==> src/rtl/logical_issue_unit_if.sv <==
// Request/response channel bundle between the dispatch stage, the logical issue
// unit and the writeback stage.
interface logical_issue_unit_if #(
  parameter int WORD_SIZE   = 19,
  parameter int OPCODE_SIZE = 5
);
  // Both channels use valid/ready: a transfer happens on a rising edge where
  // valid && ready are both 1. The sender holds its payload stable while valid is
  // high and ready is low. ready never depends combinationally on valid.
  logic                   req_valid;
  logic                   req_ready;
  logic [OPCODE_SIZE-1:0] req_opcode;
  logic [WORD_SIZE-1:0]   req_op1;
  logic [WORD_SIZE-1:0]   req_op2;
  logic                   flush;
  logic                   rsp_valid;
  logic                   rsp_ready;
  logic [WORD_SIZE-1:0]   rsp_result;
  logic                   rsp_zero;
  logic                   rsp_illegal;

  modport master (
    output req_valid, req_opcode, req_op1, req_op2, flush, rsp_ready,
    input  req_ready, rsp_valid, rsp_result, rsp_zero, rsp_illegal
  );

  modport slave (
    input  req_valid, req_opcode, req_op1, req_op2, flush, rsp_ready,
    output req_ready, rsp_valid, rsp_result, rsp_zero, rsp_illegal
  );
endinterface

==> src/rtl/logical_issue_unit.sv <==
// Logical issue unit: combinational AND/OR/XOR/NOT datapath feeding a small
// in-order response FIFO, with illegal-opcode flagging and debug counters.
module logical_unit #(
  parameter int WORD_SIZE   = 19,
  parameter int OPCODE_SIZE = 5
) (
  input  logic [OPCODE_SIZE-1:0] i_opcode,
  input  logic [WORD_SIZE-1:0]   i_op1,
  input  logic [WORD_SIZE-1:0]   i_op2,
  output logic [WORD_SIZE-1:0]   o_result,
  output logic                   o_zero,
  output logic                   o_illegal
);
  localparam logic [OPCODE_SIZE-1:0] OP_AND = OPCODE_SIZE'(0);
  localparam logic [OPCODE_SIZE-1:0] OP_OR  = OPCODE_SIZE'(1);
  localparam logic [OPCODE_SIZE-1:0] OP_XOR = OPCODE_SIZE'(2);
  localparam logic [OPCODE_SIZE-1:0] OP_NOT = OPCODE_SIZE'(3);

  always_comb begin
    o_result  = '0;
    o_illegal = 1'b0;
    case (i_opcode)
      OP_AND:  o_result = i_op1 & i_op2;
      OP_OR:   o_result = i_op1 | i_op2;
      OP_XOR:  o_result = i_op1 ^ i_op2;
      OP_NOT:  o_result = ~i_op1;
      default: o_illegal = 1'b1;
    endcase
  end

  assign o_zero = (o_result == '0);
endmodule

module logical_issue_unit #(
  parameter int WORD_SIZE   = 19,
  parameter int OPCODE_SIZE = 5,
  parameter int DEPTH       = 2,
  parameter int CNT_W       = 16
) (
  input  logic                 clk,
  input  logic                 rst,
  logical_issue_unit_if.slave  bus,
  output logic [CNT_W-1:0]     done_count,
  output logic [CNT_W-1:0]     illegal_count
);
  localparam int PW = $clog2(DEPTH);
  localparam int CW = PW + 1;
  localparam logic [CW-1:0] FULL = CW'(DEPTH);

  logic [CW-1:0]        r_count;
  logic [PW-1:0]        r_rd_ptr;
  logic [PW-1:0]        r_wr_ptr;
  logic [WORD_SIZE-1:0] r_res  [DEPTH];
  logic                 r_zero [DEPTH];
  logic                 r_ill  [DEPTH];
  logic [CNT_W-1:0]     r_done_cnt;
  logic [CNT_W-1:0]     r_ill_cnt;

  logic [WORD_SIZE-1:0] w_result;
  logic                 w_zero;
  logic                 w_illegal;
  logic                 w_push;
  logic                 w_pop;

  logical_unit #(
    .WORD_SIZE   (WORD_SIZE),
    .OPCODE_SIZE (OPCODE_SIZE)
  ) u_logical_unit (
    .i_opcode  (bus.req_opcode),
    .i_op1     (bus.req_op1),
    .i_op2     (bus.req_op2),
    .o_result  (w_result),
    .o_zero    (w_zero),
    .o_illegal (w_illegal)
  );

  // Flush wins over both handshakes: a same-cycle push or pop is discarded.
  assign bus.req_ready = !rst && (r_count != FULL);
  assign bus.rsp_valid = (r_count != '0);
  assign w_push        = bus.req_valid && bus.req_ready && !bus.flush;
  assign w_pop         = bus.rsp_valid && bus.rsp_ready && !bus.flush;

  // Head fields are gated so an empty FIFO presents all-zero outputs.
  assign bus.rsp_result  = bus.rsp_valid ? r_res[r_rd_ptr]  : '0;
  assign bus.rsp_zero    = bus.rsp_valid ? r_zero[r_rd_ptr] : 1'b0;
  assign bus.rsp_illegal = bus.rsp_valid ? r_ill[r_rd_ptr]  : 1'b0;

  assign done_count    = r_done_cnt;
  assign illegal_count = r_ill_cnt;

  always_ff @(posedge clk) begin
    if (rst) begin
      r_count    <= '0;
      r_rd_ptr   <= '0;
      r_wr_ptr   <= '0;
      r_done_cnt <= '0;
      r_ill_cnt  <= '0;
    end else if (bus.flush) begin
      r_count  <= '0;
      r_rd_ptr <= '0;
      r_wr_ptr <= '0;
    end else begin
      if (w_push) begin
        r_wr_ptr <= r_wr_ptr + PW'(1);
        if (w_illegal) r_ill_cnt <= r_ill_cnt + CNT_W'(1);
      end
      if (w_pop) begin
        r_rd_ptr   <= r_rd_ptr + PW'(1);
        r_done_cnt <= r_done_cnt + CNT_W'(1);
      end
      case ({w_push, w_pop})
        2'b10:   r_count <= r_count + CW'(1);
        2'b01:   r_count <= r_count - CW'(1);
        default: r_count <= r_count;
      endcase
    end
  end

  // Storage needs no reset: entries are only visible once written.
  always_ff @(posedge clk) begin
    if (w_push) begin
      r_res[r_wr_ptr]  <= w_result;
      r_zero[r_wr_ptr] <= w_zero;
      r_ill[r_wr_ptr]  <= w_illegal;
    end
  end
endmodule

==> src/flat_wrapper.sv <==
// flat-port wrapper written by rule: the top's interface ports become plain ports
module logical_issue_unit_flat 
#(
  parameter int WORD_SIZE   = 19,
  parameter int OPCODE_SIZE = 5,
  parameter int DEPTH       = 2,
  parameter int CNT_W       = 16
)
  (clk, rst, done_count, illegal_count, bus_req_valid, bus_req_opcode, bus_req_op1, bus_req_op2, bus_flush, bus_rsp_ready, bus_req_ready, bus_rsp_valid, bus_rsp_result, bus_rsp_zero, bus_rsp_illegal);
  logical_issue_unit_if #(.WORD_SIZE(WORD_SIZE), .OPCODE_SIZE(OPCODE_SIZE)) bus_i ();
  input  logic clk;
  input  logic rst;
  output logic [CNT_W-1:0] done_count;
  output logic [CNT_W-1:0] illegal_count;
  input wire logic [$bits(bus_i.req_valid)-1:0] bus_req_valid;
  input wire logic [$bits(bus_i.req_opcode)-1:0] bus_req_opcode;
  input wire logic [$bits(bus_i.req_op1)-1:0] bus_req_op1;
  input wire logic [$bits(bus_i.req_op2)-1:0] bus_req_op2;
  input wire logic [$bits(bus_i.flush)-1:0] bus_flush;
  input wire logic [$bits(bus_i.rsp_ready)-1:0] bus_rsp_ready;
  output wire logic [$bits(bus_i.req_ready)-1:0] bus_req_ready;
  output wire logic [$bits(bus_i.rsp_valid)-1:0] bus_rsp_valid;
  output wire logic [$bits(bus_i.rsp_result)-1:0] bus_rsp_result;
  output wire logic [$bits(bus_i.rsp_zero)-1:0] bus_rsp_zero;
  output wire logic [$bits(bus_i.rsp_illegal)-1:0] bus_rsp_illegal;
  assign bus_i.req_valid = bus_req_valid;
  assign bus_i.req_opcode = bus_req_opcode;
  assign bus_i.req_op1 = bus_req_op1;
  assign bus_i.req_op2 = bus_req_op2;
  assign bus_i.flush = bus_flush;
  assign bus_i.rsp_ready = bus_rsp_ready;
  assign bus_req_ready = bus_i.req_ready;
  assign bus_rsp_valid = bus_i.rsp_valid;
  assign bus_rsp_result = bus_i.rsp_result;
  assign bus_rsp_zero = bus_i.rsp_zero;
  assign bus_rsp_illegal = bus_i.rsp_illegal;
  logical_issue_unit #(.WORD_SIZE(WORD_SIZE), .OPCODE_SIZE(OPCODE_SIZE), .DEPTH(DEPTH), .CNT_W(CNT_W)) u_core (.clk(clk), .rst(rst), .bus(bus_i), .done_count(done_count), .illegal_count(illegal_count));
endmodule
==> config.mk <==
export PLATFORM = sky130hd
export DESIGN_NAME = logical_issue_unit_flat
export DESIGN_NICKNAME = d
export VERILOG_FILES = /design/src/rtl/logical_issue_unit_if.sv /design/src/rtl/logical_issue_unit.sv /design/src/flat_wrapper.sv
export SDC_FILE = /design/constraint.sdc
export NUM_CORES = 1
export LEC_CHECK = 0
export BUFFER_PORTS_ARGS = -buffer_cell sky130_fd_sc_hd__buf_4
export CAP_MARGIN = 25
export CORE_ASPECT_RATIO = 1.25
export CORE_MARGIN = 2
export CORE_UTILIZATION = 55
export DETAILED_ROUTE_END_ITERATION = 12
export GPL_ROUTABILITY_DRIVEN = 0
export GPL_TIMING_DRIVEN = 0
export PLACE_DENSITY = 0.92
export SYNTH_ARGS = -nofsm -noshare
export SYNTH_HDL_FRONTEND = slang
export SYNTH_HIERARCHICAL = 1
export SYNTH_SLANG_ARGS = --single-unit
==> constraint.sdc <==
create_clock -name clk -period 3 [get_ports clk]
set_clock_uncertainty 0.05 [all_clocks]
set_input_delay 0.75 -clock clk [delete_from_list [all_inputs] [get_ports clk]]
set_output_delay 0.75 -clock clk [all_outputs]
set_load 0.02 [all_outputs]
Word level (Yosys, flattened, before mapping)
Memories as Yosys holds them, arrays and structs flattened. A register that Yosys moved wholly into a read port is not among the register bits.
Index checks and enable logic that the tools add are counted.
{"block": "classes", "add_sub_neg": 6, "n_eq_ne": 6, "mux": 14, "bitwise_logic": 6, "reduce_logical": 15}
{"op": "$pmux W19 S4", "n": 1}
{"op": "$add A16 B1 Y16 const B", "n": 2}
{"op": "$and A19 B19 Y19", "n": 1}
{"op": "$logic_not A19 Y1", "n": 1}
{"op": "$mux W19", "n": 1}
{"op": "$not A19 Y19", "n": 1}
{"op": "$or A19 B19 Y19", "n": 1}
{"op": "$xor A19 B19 Y19", "n": 1}
{"op": "$mux W1", "n": 11}
{"op": "$eq A5 B2 Y1 const B", "n": 2}
{"op": "$eq A5 B1 Y1 const B", "n": 1}
{"op": "$logic_and A1 B1 Y1", "n": 5}
{"op": "$logic_not A5 Y1", "n": 1}
{"op": "$pmux W2 S2", "n": 1}
{"op": "$reduce_bool A2 Y1", "n": 2}
{"op": "$reduce_or A4 Y1", "n": 1}
{"op": "$reduce_and A3 Y1", "n": 1}
{"op": "$add A1 B1 Y1 const B", "n": 2}
{"op": "$add A2 B1 Y2 const B", "n": 1}
{"op": "$eq A2 B1 Y1 const B", "n": 1}
{"op": "$eq A2 B2 Y1 const B", "n": 1}
{"op": "$logic_not A1 Y1", "n": 2}
{"op": "$ne A2 B2 Y1 const B", "n": 1}
{"op": "$not A1 Y1", "n": 2}
{"op": "3 further kinds", "n": 3}
{"block": "word_totals", "register_bits": 36, "mem_bits_rw": 42, "output_inout_bits": 55, "memories": 3}
{"name": "u_core.r_res", "depth": 2, "width": 19, "rd": 1, "rd_ports_with_merged_regs": 1, "wr": 1, "line_no": "logical_issue_unit.sv:53", "rtl": "logic [WORD_SIZE-1:0] r_res [DEPTH];"}
{"name": "u_core.r_ill", "depth": 2, "width": 1, "rd": 1, "rd_ports_with_merged_regs": 1, "wr": 1, "line_no": "logical_issue_unit.sv:55", "rtl": "logic r_ill [DEPTH];"}
{"name": "u_core.r_zero", "depth": 2, "width": 1, "rd": 1, "rd_ports_with_merged_regs": 1, "wr": 1, "line_no": "logical_issue_unit.sv:54", "rtl": "logic r_zero [DEPTH];"}

Logic depth before layout (Yosys ltp)
{"block": "logic_depth", "ltp_word": 6, "depth_mapped": 8}

Modules after synthesis
Netlist, hierarchy kept.
{"mod": "logical_issue_unit", "instances": 1, "cells_per_inst": 285, "area_per_inst_um2": 3274.4}
{"mod": "logical_unit", "instances": 1, "cells_per_inst": 202, "area_per_inst_um2": 1418.9}

Worst setup path after synthesis
No wires, ideal clock.
{"block": "synth_timing", "path_kind": "input to register", "from": "input bus_req_opcode[4]", "to": "register u_core.r_ill_cnt[15], in the netlist u_core/illegal_count[15]", "setup_time_ns": 0.135, "arrival_time_ns": 2.485, "t_required_ns": 2.815, "setup_slack_ns": 0.330, "cell_stages": 8, "cell_sequence": "or3_1 > clkbuf_1 > clkbuf_1 > nand4_1 > or3_1 > buf_2 > o311ai_0 > o41ai_1"}
{"block": "synth_between", "elab_chain_len": 4}
{"item": "start: declaration", "line_no": "flat_wrapper.sv:16", "rtl": "input wire logic [$bits(bus_i.req_opcode)-1:0] bus_req_opcode;"}
{"item": "$eq A5 B2 Y1 (tied with other cells)", "line_no": "logical_issue_unit.sv:22", "rtl": "case (i_opcode)"}
{"item": "$reduce_or A4 Y1 (no source line) *"}
{"item": "$not A1 Y1 (no source line) *"}
{"item": "$reduce_and A3 Y1 (no source line) *"}
{"item": "end signal: assignment", "line_no": "logical_issue_unit.sv:105", "rtl": "if (w_illegal) r_ill_cnt <= r_ill_cnt + CNT_W'(1);"}
{"item": "end: declaration", "line_no": "logical_issue_unit.sv:57", "rtl": "logic [CNT_W-1:0] r_ill_cnt;"}
Mark *: on every way between the ends. The rest lies on a longest branch, timed or not.
A chain may end at the register's enable or synchronous reset.

Final worst setup path
{"block": "layout_timing", "from": "input rst", "to": "output bus_req_ready"}
{"block": "layout_between", "elab_chain_len": 2}
{"item": "start: declaration", "line_no": "flat_wrapper.sv:12", "rtl": "input logic rst;"}
{"item": "$logic_not A1 Y1", "line_no": "logical_issue_unit.sv:78", "rtl": "assign bus.req_ready = !rst && (r_count != FULL);"}
{"item": "$logic_and A1 B1 Y1", "line_no": "logical_issue_unit.sv:78"}
{"item": "end: declaration", "line_no": "flat_wrapper.sv:21", "rtl": "output wire logic [$bits(bus_i.req_ready)-1:0] bus_req_ready;"}
Every way passes these cells.

==> flow_metrics.py <==
metrics = {
    "job": {
        "max-cap-violations": 0,
    },
    "floorplan": {
        "fp.coreArea_sq_um": 8240,
        "die_h_microns": 107,
        "placementRows": 37,
        "dieArea_sq_um": 9290,
        "ioPinCount": 103,
        "die_w_microns": 86.6,
        "start_util": 0.570,
    },
    "worst_setup_path": {
        "crit_chain": "buf_4, clkbuf_1, clkbuf_1, nor2_1, buf_4",
        "required_ns": 2.20,
        "worstSetupEndpointType": "output port",
        "critPathTopFamily": "buffers and inverters",
        "worstPathArrival_ns": 2.07,
        "slowest_delay_ns": 0.46,
        "cp-start-kind": "primary input",
        "crit_buf_inv": 4,
        "critPathKind": "in -> out",
        "critPathMaxFanout": 10,
        "crit_slowest_cell": "clkbuf_1",
    },
    "timing": {
        "rsz0062_at_grt": "false",
        "maxSlewHeadroom": 0.485,
        "setup_ws_ns": 0.128,
        "maxSlewViolCount": 0,
        "layout_min_cycle_time_ns": 2.87,
        "fmax_mhz": 348,
        "setup_violations": 0,
        "hold_viol": 0,
        "worst_slew_pin_slew_ns": 0.772,
        "finalCritPeriodShare": 0.957,
        "whs_ns": 0.433,
    },
    "power_and_ir_drop": {
        "p_seq_frac": 0.502,
        "p_switching_w": 0.000549,
        "p_comb_frac": 0.128,
        "p_leak_nw": 2.43,
        "switching_share": 0.241,
        "pwr-share-clk": 0.370,
        "p_int_w": 0.00173,
        "p_total_w": 0.00228,
        "irDropWorstVdd_mv": 0.235,
        "pwr_density_cell_nw_per_um2": 392,
    },
    "final_layout": {
        "final_core_util": 0.706,
        "diodes": 0,
        "multi_input_area_sq_um": 2340,
        "nFillCells": 574,
        "finalNonFillerCells": 703,
        "seq_area_sq_um": 2000,
        "area_delta_synth_final_pct": 24.0,
        "nets": 690,
        "drive_gt1_frac": 0.243,
    },
    "detailed_routing": {
        "wirelength_mm": 11.4,
        "drtIter0Drc": 167,
        "num_vias": 4164,
        "drtAntennaViolNets": 0,
        "firstDrtPassIters": 5,
        "drc": 0,
        "wire_per_inst_microns": 16.2,
        "avgViaCountPerCell": 5.92,
    },
    "clocking": {
        "clk-insertion-delay-late_ns": 0.35,
        "cts_post_setup_buffers_inserted": 0,
        "cts_tree": "done",
        "cts_resized": 0,
        "clk_path_buf_depth": 2,
        "h-tree-depth": 3,
        "cts_buffers": 9,
        "clock-sinks": 79,
        "hold_buffers": 0,
        "cts.clk_slew.worst_paths_ns": 0.08,
        "cts-root-buf": "clkbuf_8",
    },
    "logic_synthesis": {
        "yosys.area.top_type": "edfxtp_1",
        "syn_area_per_cell_sq_um": 9.64,
        "synth_seq_cells": 79,
        "netlist_area_sq_um": 4690,
        "synthDominantCellAreaShare": 0.269,
        "yosys.cell_types.count": 46,
        "synth_edf_count": 42,
        "syn_nets": 576,
        "synthArstFlopShare": 0,
        "yosysSeqAreaShare": 0.427,
        "yosys_warnings": 6,
        "synth_ff_type": "edfxtp_1",
        "synthCells": 487,
        "synthTopCellsByArea": "edfxtp_1 27%, dfxtp_1 16%, ha_1 11%, nor2_1 6.2%, mux2i_1 4.7%",
    },
    "grt": {
        "grt_max_degree": 17,
        "grt_pass1_wl_mm": 18.5,
        "grt_pass1_vias": 4241,
        "grt_overflow": 0,
        "grt_antenna_before_repair": 0,
        "grt_usage": 0.251,
    },
    "place": {
        "dp_hpwl_mm": 8.81,
        "post-place-cells": 687,
        "pre_cts_slack_ns": -0.324,
        "port_buffers": 101,
    },
    "run_status": {
        "outcome": "complete, no violations",
    },
    "min_path": {
        "holdCritPathClass": "reg -> reg",
    },
}
==> final timing paths <==
check / from / to / slack, ns / depth (start not counted)
setup reg to reg: u_core/illegal_count[0] / u_core/illegal_count[10] / 1.01 / 5
hold / removal: u_core/illegal_count[15] / u_core/illegal_count[15] / 0.43 / 1
setup / recovery: rst / bus_req_ready / 0.13 / 5
hold reg to reg: u_core/illegal_count[15] / u_core/illegal_count[15] / 0.43 / 1
==> registers in the layout, indices dropped and copies added (netlist names), named ones only <==
register / count
u_core/r_zero: 2
u_core/r_rd_ptr: 1
u_core/illegal_count: 16
u_core/r_count: 2
u_core/done_count: 16
u_core/r_wr_ptr: 1
u_core/r_res: 38
u_core/r_ill: 2
==> cell usage in the layout, fill, tap and decap left out, types with 2 or more instances in the layout <==
| master | instances |
|---|---|
| buf_4 | 102 |
| nor2_1 | 76 |
| inv_1 | 56 |
| edfxtp_1 | 42 |
| ha_1 | 41 |
| dfxtp_1 | 37 |
| a21oi_1 | 30 |
| mux2i_1 | 22 |
| nand3_1 | 13 |
| nand2_1 | 13 |
| nand4_1 | 13 |
| o21ai_0 | 12 |
| a211oi_1 | 12 |
| clkbuf_1 | 10 |
| or3_1 | 10 |
| clkbuf_8 | 9 |
| xnor2_1 | 9 |
| xor2_1 | 8 |
| or4_1 | 8 |
| o31ai_1 | 7 |
| mux4_2 | 7 |
| buf_2 | 6 |
| and2_1 | 5 |
| and4_1 | 4 |
| nor4_1 | 4 |
| o311ai_0 | 4 |
| o41ai_1 | 4 |
| buf_6 | 4 |
| nor2_2 | 3 |
| inv_2 | 3 |
| o211ai_1 | 3 |
| clkinv_1 | 2 |
| clkinvlp_4 | 2 |
| bufinv_16 | 2 |
| nand2b_1 | 2 |
| nor2b_1 | 2 |
| buf_8 | 2 |
| o21a_1 | 2 |
==> metal layers <==
metal  track usage  routed length (microns)  up-vias
met5             0                        0        -
met4         0.145                      430        0
met3        0.0414                      761       42
met2         0.470                     6060      196
met1         0.257                     4140     1978
li1              -                        -     1948
==> power by group through the flow <==
stage | clock (W) | sequential [W] | combinational [W]
floorplan | 0 | 0.00117 | 0.000166
global placement | 0 | 0.00117 | 0.000264
detailed placement | 0 | 0.00117 | 0.000288
CTS | 0.000848 | 0.00115 | 0.000290
global route | 0.000891 | 0.00115 | 0.000321
finish | 0.000844 | 0.00115 | 0.000293
==> through the flow <==
step	area [sq um]	TNS, ns
6_report	5820	0
5_1_grt	5820	0
4_1_cts	5820	0
3_5_place_dp	5610	-2.02
3_3_place_gp	5570	-1.36
2_1_floorplan	4690	0
==> cells by family (layout without fill, tap and decap cells) <==
| logic type | after synthesis | in the layout | synth area share |
|---|---|---|---|
| buf+inv | 83 | 202 | 0.0760 |
| fa+ha+maj | 41 | 41 | 0.109 |
| simple gates | 159 | 159 | 0.167 |
| xor+xnor | 17 | 17 | 0.0317 |
| flops | 79 | 79 | 0.427 |
| compound gates | 79 | 79 | 0.109 |
| mux | 29 | 29 | 0.0805 |
==> Yosys cell counts, drive strengths merged, types with 2 or more instances <==
library cell,instances
o31ai,8
or4,8
o41ai,4
nor2,80
nor4,4
nor2b,2
mux4,7
dfxtp,37
xor2,8
and2,5
o311ai,4
o21ai,12
edfxtp,42
mux2i,22
o21a,2
a21oi,31
nand4,13
ha,41
nand3,13
a211oi,12
buf,12
and4,4
xnor2,9
inv,59
o211ai,3
nand2b,2
clkbuf,12
nand2,13
or3,10
==> final cells by class <==
| type | count | area share |
|---|---|---|
| Clock buffer | 9 | 0.0213 |
| Inverter | 59 | 0.0380 |
| Sequential cell | 79 | 0.344 |
| Timing Repair Buffer | 103 | 0.135 |
| Buffer | 24 | 0.0234 |
| Clock inverter | 7 | 0.0150 |
| Multi-Input combinational cell | 325 | 0.402 |
| Tap cell | 97 | 0.0209 |
==> worst register-to-register path: cells and delay by family (launching register included) <==
kind	cells	cell delay (ns)
fa+ha+maj	1	0.16
flops	1	0.39
simple gates	3	1.16
compound gates	1	0.16
No activity file was read; power rests on OpenSTA's default activity.
